File: config.mk
export PLATFORM = sky130hd
export DESIGN_NAME = rr_arbiter_n_flat
export DESIGN_NICKNAME = d
export VERILOG_FILES = /design/src/rtl/arb_pkg.sv /design/src/rtl/rr_arbiter_n_if.sv /design/src/rtl/rr_pick.sv /design/src/rtl/rr_arbiter_n.sv /design/src/flat_wrapper.sv
export SDC_FILE = /design/constraint.sdc
export NUM_CORES = 1
export LEC_CHECK = 0
export BUFFER_PORTS_ARGS = -buffer_cell sky130_fd_sc_hd__buf_2
export CAP_MARGIN = 10
export CORE_MARGIN = 2
export CORE_UTILIZATION = 45
export DETAILED_ROUTE_END_ITERATION = 6
export GPL_ROUTABILITY_DRIVEN = 0
export HOLD_SLACK_MARGIN = 0.1
export SETUP_SLACK_MARGIN = 0.1
export SLEW_MARGIN = 20
export SYNTH_ARGS = -nofsm -noshare
export SYNTH_HDL_FRONTEND = slang
export SYNTH_SLANG_ARGS = --single-unit
File: constraint.sdc
create_clock -name clk -period 3.1 [get_ports clk]
set_input_delay 0.155 -clock clk [delete_from_list [all_inputs] [get_ports clk]]
set_output_delay 0.155 -clock clk [all_outputs]
set_load 0.02 [all_outputs]
File: src/rtl/arb_pkg.sv
`default_nettype none
// +----------------------------------------------------------------------+
// | Package    : arb_pkg                                                 |
// | Description: Shared types, default constants and helpers for the     |
// |              rr_arbiter_n round-robin arbiter.                       |
// | Revision   : 1.0 - initial release                                   |
// +----------------------------------------------------------------------+
package arb_pkg;

    localparam int ARB_N_DEF        = 4;
    localparam int ARB_MAX_HOLD_DEF = 8;

    typedef enum logic [0:0] {
        ARB_IDLE  = 1'b0,
        ARB_GRANT = 1'b1
    } arb_state_e;

    // Binary index of a one-hot (or zero) vector of up to 32 bits.
    // OR-ing the indices of set bits is exact for one-hot inputs and
    // yields 0 for an all-zero input.
    function automatic int unsigned onehot_to_idx(input logic [31:0] oh);
        int unsigned idx;
        idx = 0;
        for (int i = 0; i < 32; i++) begin
            if (oh[i]) begin
                idx = idx | int'(i);
            end
        end
        return idx;
    endfunction

endpackage : arb_pkg
`default_nettype wire

File: src/rtl/rr_arbiter_n_if.sv
`default_nettype none
// +----------------------------------------------------------------------+
// | Interface  : rr_arbiter_n_if                                         |
// | Description: Request/grant bundle between the bus masters and the    |
// |              round-robin arbiter.                                    |
// | Revision   : 1.0 - initial release                                   |
// +----------------------------------------------------------------------+
interface rr_arbiter_n_if #(
    parameter int N = 4
) ();
    localparam int IDX_W = $clog2(N);

    logic [N-1:0]     req;
    logic [N-1:0]     gnt;
    logic             gnt_valid;
    logic [IDX_W-1:0] gnt_idx;

    // Requester side: drives requests, observes grants
    modport master (
        output req,
        input  gnt,
        input  gnt_valid,
        input  gnt_idx
    );

    // Arbiter side: observes requests, drives grants
    modport slave (
        input  req,
        output gnt,
        output gnt_valid,
        output gnt_idx
    );
endinterface : rr_arbiter_n_if
`default_nettype wire

File: src/rtl/rr_pick.sv
`default_nettype none
// +----------------------------------------------------------------------+
// | Module     : rr_pick                                                 |
// | Description: Combinational rotate-priority picker. Returns the first |
// |              set request at or above 'start', wrapping at N.         |
// |              Supports N up to 32.                                    |
// | Revision   : 1.0 - initial release                                   |
// +----------------------------------------------------------------------+
module rr_pick
    import arb_pkg::*;
#(
    parameter int N     = ARB_N_DEF,
    parameter int IDX_W = $clog2(N)
) (
    input  logic [N-1:0]     req,
    input  logic [IDX_W-1:0] start,
    output logic [N-1:0]     pick,
    output logic [IDX_W-1:0] idx,
    output logic             found
);

    // Walk the request vector from 'start' with wrap; first hit wins
    always_comb begin
        int j;
        j     = 0;
        pick  = '0;
        found = 1'b0;
        for (int k = 0; k < N; k++) begin
            j = int'(start) + k;
            if (j >= N) begin
                j = j - N;
            end
            if (!found && req[j]) begin
                pick[j] = 1'b1;
                found   = 1'b1;
            end
        end
    end

    assign idx = IDX_W'(onehot_to_idx(32'(pick)));

endmodule : rr_pick
`default_nettype wire

File: src/rtl/rr_arbiter_n.sv
`default_nettype none
// +----------------------------------------------------------------------+
// | Module     : rr_arbiter_n                                            |
// | Description: N-requester round-robin arbiter with registered one-hot |
// |              grant, bounded hold time and zero-bubble hand-over.     |
// |              Optional macro ARB_PRIO_MODE_EN adds a prio_mode input  |
// |              that switches to fixed lowest-index-first priority.     |
// | Revision   : 1.0 - initial release                                   |
// +----------------------------------------------------------------------+
module rr_arbiter_n
    import arb_pkg::*;
#(
    parameter int N        = ARB_N_DEF,
    parameter int MAX_HOLD = ARB_MAX_HOLD_DEF,
    parameter int IDX_W    = $clog2(N)
) (
    input  wire logic        clk,
    input  wire logic        rst,
`ifdef ARB_PRIO_MODE_EN
    input  wire logic        prio_mode,
`endif
    rr_arbiter_n_if.slave    bus
);

    localparam int               CNT_W     = $clog2(MAX_HOLD) + 1;
    localparam logic [CNT_W-1:0] HOLD_LAST = CNT_W'(MAX_HOLD - 1);
    localparam logic [IDX_W-1:0] IDX_LAST  = IDX_W'(N - 1);

    arb_state_e       state_q, state_d;
    logic [N-1:0]     gnt_q,   gnt_d;
    logic [IDX_W-1:0] idx_q,   idx_d;
    logic [IDX_W-1:0] ptr_q,   ptr_d;
    logic [CNT_W-1:0] cnt_q,   cnt_d;

    logic             prio_sel;
    logic [IDX_W-1:0] start_idx;
    logic [N-1:0]     pick_oh;
    logic [IDX_W-1:0] pick_idx;
    logic             pick_found;
    logic             owner_req;

`ifdef ARB_PRIO_MODE_EN
    assign prio_sel = prio_mode;
`else
    assign prio_sel = 1'b0;
`endif

    // Search origin: index 0 in priority mode, otherwise one past the last
    // grant. While granting, ptr_q equals the owner, so this also covers
    // the "re-arbitrate from owner+1" case.
    always_comb begin
        start_idx = '0;
        if (!prio_sel && (ptr_q != IDX_LAST)) begin
            start_idx = ptr_q + 1'b1;
        end
    end

    rr_pick #(
        .N     (N),
        .IDX_W (IDX_W)
    ) u_pick (
        .req   (bus.req),
        .start (start_idx),
        .pick  (pick_oh),
        .idx   (pick_idx),
        .found (pick_found)
    );

    assign owner_req = bus.req[idx_q];

    // State and grant registers with synchronous reset
    always_ff @(posedge clk) begin
        if (rst) begin
            state_q <= ARB_IDLE;
            gnt_q   <= '0;
            idx_q   <= '0;
            ptr_q   <= IDX_LAST;
            cnt_q   <= '0;
        end else begin
            state_q <= state_d;
            gnt_q   <= gnt_d;
            idx_q   <= idx_d;
            ptr_q   <= ptr_d;
            cnt_q   <= cnt_d;
        end
    end

    // Next-state: keep the owner until it drops or its hold expires; any
    // re-arbitration takes the picker result directly, so a waiting
    // requester is granted on the same edge with no idle cycle. When the
    // owner is the only requester at expiry the picker returns the owner
    // itself, which keeps the grant and restarts the counter.
    always_comb begin
        state_d = state_q;
        gnt_d   = gnt_q;
        idx_d   = idx_q;
        ptr_d   = ptr_q;
        cnt_d   = cnt_q;
        case (state_q)
            ARB_IDLE: begin
                if (pick_found) begin
                    state_d = ARB_GRANT;
                    gnt_d   = pick_oh;
                    idx_d   = pick_idx;
                    ptr_d   = pick_idx;
                    cnt_d   = '0;
                end
            end
            ARB_GRANT: begin
                if (owner_req && (cnt_q < HOLD_LAST)) begin
                    cnt_d = cnt_q + 1'b1;
                end else if (pick_found) begin
                    gnt_d = pick_oh;
                    idx_d = pick_idx;
                    ptr_d = pick_idx;
                    cnt_d = '0;
                end else begin
                    state_d = ARB_IDLE;
                    gnt_d   = '0;
                    idx_d   = '0;
                    cnt_d   = '0;
                end
            end
            default: begin
                state_d = ARB_IDLE;
                gnt_d   = '0;
                idx_d   = '0;
                cnt_d   = '0;
            end
        endcase
    end

    // Outputs come straight from registers; no request-to-grant path
    always_comb begin
        bus.gnt       = gnt_q;
        bus.gnt_valid = (state_q == ARB_GRANT);
        bus.gnt_idx   = idx_q;
    end

endmodule : rr_arbiter_n
`default_nettype wire

File: src/flat_wrapper.sv
// flat-port wrapper written by rule: the top's interface ports become plain ports
module rr_arbiter_n_flat import arb_pkg::*;
#(
    parameter int N        = ARB_N_DEF,
    parameter int MAX_HOLD = ARB_MAX_HOLD_DEF,
    parameter int IDX_W    = $clog2(N)
)
  (clk, rst, bus_req, bus_gnt, bus_gnt_valid, bus_gnt_idx);
  rr_arbiter_n_if #(.N(N)) bus_i ();
  input  wire logic clk;
  input  wire logic rst;
  input wire logic [$bits(bus_i.req)-1:0] bus_req;
  output wire logic [$bits(bus_i.gnt)-1:0] bus_gnt;
  output wire logic [$bits(bus_i.gnt_valid)-1:0] bus_gnt_valid;
  output wire logic [$bits(bus_i.gnt_idx)-1:0] bus_gnt_idx;
  assign bus_i.req = bus_req;
  assign bus_gnt = bus_i.gnt;
  assign bus_gnt_valid = bus_i.gnt_valid;
  assign bus_gnt_idx = bus_i.gnt_idx;
  rr_arbiter_n #(.N(N), .MAX_HOLD(MAX_HOLD), .IDX_W(IDX_W)) u_core (.clk(clk), .rst(rst), .bus(bus_i));
endmodule
==> results of run 1 <==
how the worst max path moves through the flow:
stage	endpoint	startpoint	slack [ns]
finish	u_core.ptr_q[1]$_SDFFE_PP1P_	u_core.ptr_q[0]$_SDFFE_PP1P_	0.38
global route	u_core.ptr_q[1]$_SDFFE_PP1P_	u_core.ptr_q[0]$_SDFFE_PP1P_	0.15
global placement	u_core.ptr_q[1]$_SDFFE_PP1P_	u_core.ptr_q[0]$_SDFFE_PP1P_	0.49
detailed placement	u_core.ptr_q[1]$_SDFFE_PP1P_	u_core.ptr_q[0]$_SDFFE_PP1P_	0.44
floorplan	u_core.ptr_q[0]$_SDFFE_PP1P_	u_core.ptr_q[0]$_SDFFE_PP1P_	0.74
CTS	u_core.bus.gnt[2]$_SDFFE_PP0P_	u_core.ptr_q[0]$_SDFFE_PP1P_	0.40
cells in the mapped netlist, types with 2 or more instances:
| library cell | count |
|---|---|
| a221oi_1 | 2 |
| nand2b_1 | 6 |
| a21oi_1 | 6 |
| nor3_1 | 5 |
| ha_1 | 9 |
| o21a_1 | 3 |
| a221o_1 | 2 |
| o2bb2ai_1 | 6 |
| mux4_2 | 3 |
| and2_1 | 2 |
| inv_1 | 3 |
| mux2i_1 | 4 |
| dfxtp_1 | 13 |
| o21bai_1 | 3 |
| and3_1 | 2 |
| a32oi_1 | 2 |
| nand2_1 | 5 |
| nor2_1 | 10 |
per-stage QoR:
step	hold WS (ns)	cells
floorplan	0.224	107
global placement	0.410	144
detailed placement	0.422	144
CTS	0.132	148
global route	0.133	148
finish	0.129	148
routing by layer:
metal  vias up  track usage (%)  part of all wire [%]
met2        17             31.4                    48
met1       435             26.2                    48
li1        442                -                     -
met3         0             5.36                   4.1
met4         0             2.70                     0
met5         -                0                     0
flip-flops by register name, summed over array words and instances (netlist names):
signal                cells
u_core.bus.gnt            4
u_core.bus.gnt_idx        2
u_core.bus.gnt_valid      1
u_core.cnt_q              4
u_core.ptr_q              2
report_power, final:
group	internal (mW)	switching, mW
Sequential	0.214	0.0469
Clock	0.0478	0.0559
Combinational	0.257	0.377
Total	0.519	0.480
kinds of logic (layout without fill, tap and decap cells):
group                      count (synthesis)  after routing  share of synthesized area (%)
muxes                                      8              8                           12.1
adders and majority gates                  9              9                           11.5
AOI/OAI and AO/OA                         31             31                           24.0
and+or+nand+nor                           41             41                           23.7
buffers and inverters                      5             19                           2.05
DFF                                       13             13                           26.6
worst max-delay path, cell delays in order, from the launching register on:
cell	delay (ns)
dfxtp_1	0.58
inv_1	0.19
ha_1	0.41
mux2i_1	0.16
mux2_2	0.31
and3_1	0.19
a221o_1	0.33
nor4_1	0.31
a32oi_1	0.11
layout make-up:
| class | count | area [µm²] | area share, % |
|---|---|---|---|
| clock inverters | 1 | 5.00 | 0.459 |
| flip-flops and latches | 13 | 260 | 23.9 |
| clock buffers | 3 | 22.5 | 2.06 |
| inverters | 3 | 11.3 | 1.03 |
| well taps | 27 | 33.8 | 3.10 |
| multi-input cells | 89 | 698 | 64.0 |
| repair buffers | 12 | 60.1 | 5.50 |
==> results.txt, run 1 <==
Largest cells by area after synthesis: dfxtp_1, ha_1, mux4_2, o2bb2ai_1, mux2i_1
Number of port buffers: 12
DP Area: 1060 µm²
Max-Cap Viols: 0
CTS Buffer Depth: 2
Hold Vio Cnt, Final: 0
Post-Route WL: 2220 µm
Synth Cell Area: 978 µm²
Kind of critical path: flip-flop to flip-flop
Initial Util: 48.9%
Post-route antenna net violation count: 0
Crit share post-route: 87.9%
Die ar.: 2560 µm²
Mapped Cells: 107
# diodes: 0
Worst Hold Launch: rst
Hold buffer count at CTS: 0
Fin Setup TNS: 0 ns
Peak supply drop: 426 µV
H-Tree Depth: 1
Status: finished, final reports clean
Clk_lat worst skew: 0.27 ns
First-pass GRT wire length: 3830 µm
Worst-margin pin slew: 0.502 ns
Total GRT Usage: 19.3%
Post-route worst setup slack: 0.376 ns
Reg2reg end: u_core.ptr_q[1]$_SDFFE_PP1P_
Final Total Pwr: 999 µW
Number of synthesized flops with an enable pin: 0
Congestion Overflow GR: 0
Synth Area per Inst: 9.14 µm²
LEAKAGE: 0.438 nW
Arrival @ worst endpoint: 2.87 ns
Commonest non-fill, non-tap cell in the layout: dfxtp_1
Setup Skew: 0.000825 ns
Vias in the first global route: 827
Distinct cell type count after synthesis: 39
Yosys reg bits: 13
Setup crit end kind: flip-flop
1st-iter DRT viols: 26
Fin nets: 137
Primary FF master, synth: dfxtp_1
Synth warnings: 0
Syn nets: 122
Max-slew headroom: 66.3%
Fin crit period: 2.72 ns
Hold EP: u_core.cnt_q[1]$_SDFFE_PP0P_
Crit Path Max Fanout: 11
Residual DRC: 0
# clock sinks: 13
Worst min path class: primary input to flip-flop
Number of core rows: 16
DP Wirelength: 1690 µm
Routed length per instance: 15.0 µm
Post-synth top area share: 26.6%
Final instance area: 1090 µm²
CTS tree: built
Chip width: 50.6 µm
Worst-path clk slew: 0.08 ns
Fraction of registers with async set/reset: 0%
Proportion of synthesized chip area in sequential cells: 26.6%
Worst r2r src: u_core.ptr_q[0]$_SDFFE_PP1P_
Vias/cell: 6.04
# setup viols final: 0
Antenna violations before repair: 0
Area growth from synthesis to layout: 11.5%
I/O pin cnt: 13
RSZ-0062 raised after global routing: no
Clock buffers created by TritonCTS: 3
Worst Path Required: 3.25 ns
Crit start category: flip-flop
Post_cts resized: 0
Final Slew Violations: 0
Fmax: 367 MHz
Placement Setup Slack: 0.441 ns
Synth area leader: dfxtp_1
Pin count of the biggest net entering global routing: 12
First-pass iteration count of the detailed router: 4
Power Dens Cells: 915 nW/µm²
R2r worst-path depth: 8
Root Driver: clkbuf_4
Worst R2R Setup Slack: 0.38 ns
Fillers: 198
Via Count: 894
Total core area: 2000 µm²
Core Util, Final: 54.5%
Post-CTS Setup Bufs: 0
Die height: 50.6 µm
Most frequent cells in the layout: dfxtp_1, buf_2, nor2_1
Hold depth: 2
Share of layout cells above drive strength 1: 20.7%
Power figures use the tool's default switching activity.
==> run 2: changes to the inputs <==
Settings changed: RECOVER_POWER set to 50, SKIP_CTS_REPAIR_TIMING set to 1, SLEW_MARGIN 20 to not set.
==> results.txt, run 2 (synthesis gave the netlist of run 1 again) <==
Status: finished, final reports clean
First-pass iteration count of the detailed router: 4 (unchanged)
Commonest non-fill, non-tap cell in the layout: dfxtp_1
Post-Route WL: 2220 µm (+0.23%)
Worst R2R Setup Slack: 0.36 ns (about the same)
RSZ-0062 raised after global routing: no
Share of layout cells above drive strength 1: 14.0% (-6.6 points)
CTS tree: built
Clk pwr share: 10.5% (about the same)
Fin Setup TNS: 0 ns (unchanged)
I/O pin cnt: 13 (unchanged)
Via Count: 890 (-0.45%)
Setup crit end kind: flip-flop
Placement Setup Slack: 0.441 ns (unchanged)
1st-iter DRT viols: 23 (-12%)
Crit share post-route: 88.3% (+0.40 points)
Post-route antenna net violation count: 0 (unchanged)
Arrival @ worst endpoint: 2.88 ns (about the same)
Hold depth: 2 (unchanged)
Fin crit period: 2.74 ns (+0.0124 ns)
Total core area: 2000 µm² (unchanged)
Net Sw Frac: 48.5% (+0.48 points)
Max-slew headroom: 66.3% (about the same)
Initial Util: 48.9% (unchanged)
Clk_lat worst skew: 0.27 ns (about the same)
First-pass GRT wire length: 3830 µm (unchanged)
Most frequent cells in the layout: dfxtp_1, nor2_1, ha_1
Max-Cap Viols: 0 (unchanged)
Hold Vio Cnt, Final: 0 (unchanged)
Part of the power in registers: 26.7% (+0.6 points)
Worst Hold Launch: rst
Clock buffers created by TritonCTS: 3 (unchanged)
H-Tree Depth: 1 (unchanged)
Residual DRC: 0 (unchanged)
Fmax: 365 MHz (-0.45%)
Crit start category: flip-flop
Vias in the first global route: 827 (unchanged)
R2r worst-path depth: 7 (-1)
Root Driver: clkbuf_4
Vias/cell: 6.01 (-0.45%)
Antenna violations before repair: 0 (unchanged)
Hold EP: u_core.cnt_q[1]$_SDFFE_PP0P_
Total GRT Usage: 19.3% (unchanged)
Worst r2r src: u_core.ptr_q[0]$_SDFFE_PP1P_
Kind of critical path: flip-flop to flip-flop
Logic pwr share: 62.8% (-0.7 points)
Number of core rows: 16 (unchanged)
Peak supply drop: 427 µV (+0.35%)
Worst-margin pin slew: 0.501 ns (-0.000526 ns)
LEAKAGE: 0.410 nW (-6.3%)
Final Slew Violations: 0 (unchanged)
Setup Skew: 0.000557 ns (-0.000268 ns)
DP Wirelength: 1690 µm (unchanged)
Worst-path clk slew: 0.08 ns (about the same)
# setup viols final: 0 (unchanged)
Power Dens Cells: 914 nW/µm² (-0.15%)
Die ar.: 2560 µm² (unchanged)
Worst min path class: primary input to flip-flop
# diodes: 0 (unchanged)
Die height: 50.6 µm (unchanged)
Worst Path Required: 3.25 ns (about the same)
Net load switching power: 478 µW (-0.42%)
# clock sinks: 13 (unchanged)
Internal Pwr Total: 507 µW (-2.3%)
Area growth from synthesis to layout: 10.1%
Number of port buffers: 12 (unchanged)
Post-route worst setup slack: 0.363 ns (-0.0124 ns)
CTS Buffer Depth: 2 (unchanged)
Final Total Pwr: 985 µW (-1.4%)
Routed length per instance: 15.0 µm (+0.23%)
Crit Path Max Fanout: 11 (unchanged)
Chip width: 50.6 µm (unchanged)
Fillers: 201 (+1.5%)
Post-Place Cells: 144 (unchanged)
Pin count of the biggest net entering global routing: 12 (unchanged)
Fin nets: 137 (unchanged)
Reg2reg end: u_core.ptr_q[1]$_SDFFE_PP1P_
Non-filler cells, final: 148 (unchanged)
Congestion Overflow GR: 0 (unchanged)
## run 2: area by class of cell
cell class              count  area, µm²  share of cell area (%)
repair buffers             12       51.3                    4.76
multi-input cells          89        693                    64.3
clock buffers               3       22.5                    2.09
clock inverters             1       5.00                   0.465
inverters                   3       11.3                    1.05
well taps                  27       33.8                    3.14
flip-flops and latches     13        260                    24.2
## run 2: worst max-delay path, cell delays in order, from the launching register on
cell and delay [ns]:
dfxtp_1 0.59, ha_1 0.47, nor2_4 0.10, mux4_2 0.50
and3_1 0.19, a221o_1 0.34, nor4_1 0.31, a32oi_1 0.11
## run 2: metrics by stage
stage	cell area (µm²)	hold WS [ns]	util [%]
global placement	1060	0.410	53.1
detailed placement	1060	0.422	53.1
global route	1080	0.133	53.8
floorplan	978	0.224	-
CTS	1090	0.132	54.5
finish	1080	0.133	53.8
## run 2: worst max path at each step
stage	slack (ns)	depth (start not counted)	endpoint	startpoint
after floorplan	0.74	8	u_core.ptr_q[0]$_SDFFE_PP1P_	u_core.ptr_q[0]$_SDFFE_PP1P_
final	0.36	7	u_core.ptr_q[1]$_SDFFE_PP1P_	u_core.ptr_q[0]$_SDFFE_PP1P_
after detailed placement	0.44	8	u_core.ptr_q[1]$_SDFFE_PP1P_	u_core.ptr_q[0]$_SDFFE_PP1P_
after global placement	0.49	8	u_core.ptr_q[1]$_SDFFE_PP1P_	u_core.ptr_q[0]$_SDFFE_PP1P_
after CTS	0.40	8	u_core.bus.gnt[2]$_SDFFE_PP0P_	u_core.ptr_q[0]$_SDFFE_PP1P_
after global routing	0.15	8	u_core.ptr_q[1]$_SDFFE_PP1P_	u_core.ptr_q[0]$_SDFFE_PP1P_
## run 2: layer usage
metal | vias to the layer above | wire length (µm) | GRT usage, % | share of wire, %
met5 | - | 0 | 0 | 0
met3 | 0 | 105 | 5.36 | 4.7
met2 | 21 | 1040 | 31.4 | 47
met1 | 428 | 1080 | 26.2 | 48
li1 | 441 | - | - | -
met4 | 0 | 0 | 2.70 | 0
## run 2: power groups by stage
stage               Sequential (mW)  Combinational [mW]  Clock, mW
global route                  0.271               0.681      0.116
global placement              0.264               0.620          0
detailed placement            0.265               0.624          0
finish                        0.263               0.618      0.104
CTS                           0.262               0.627      0.107
floorplan                     0.297               0.450          0
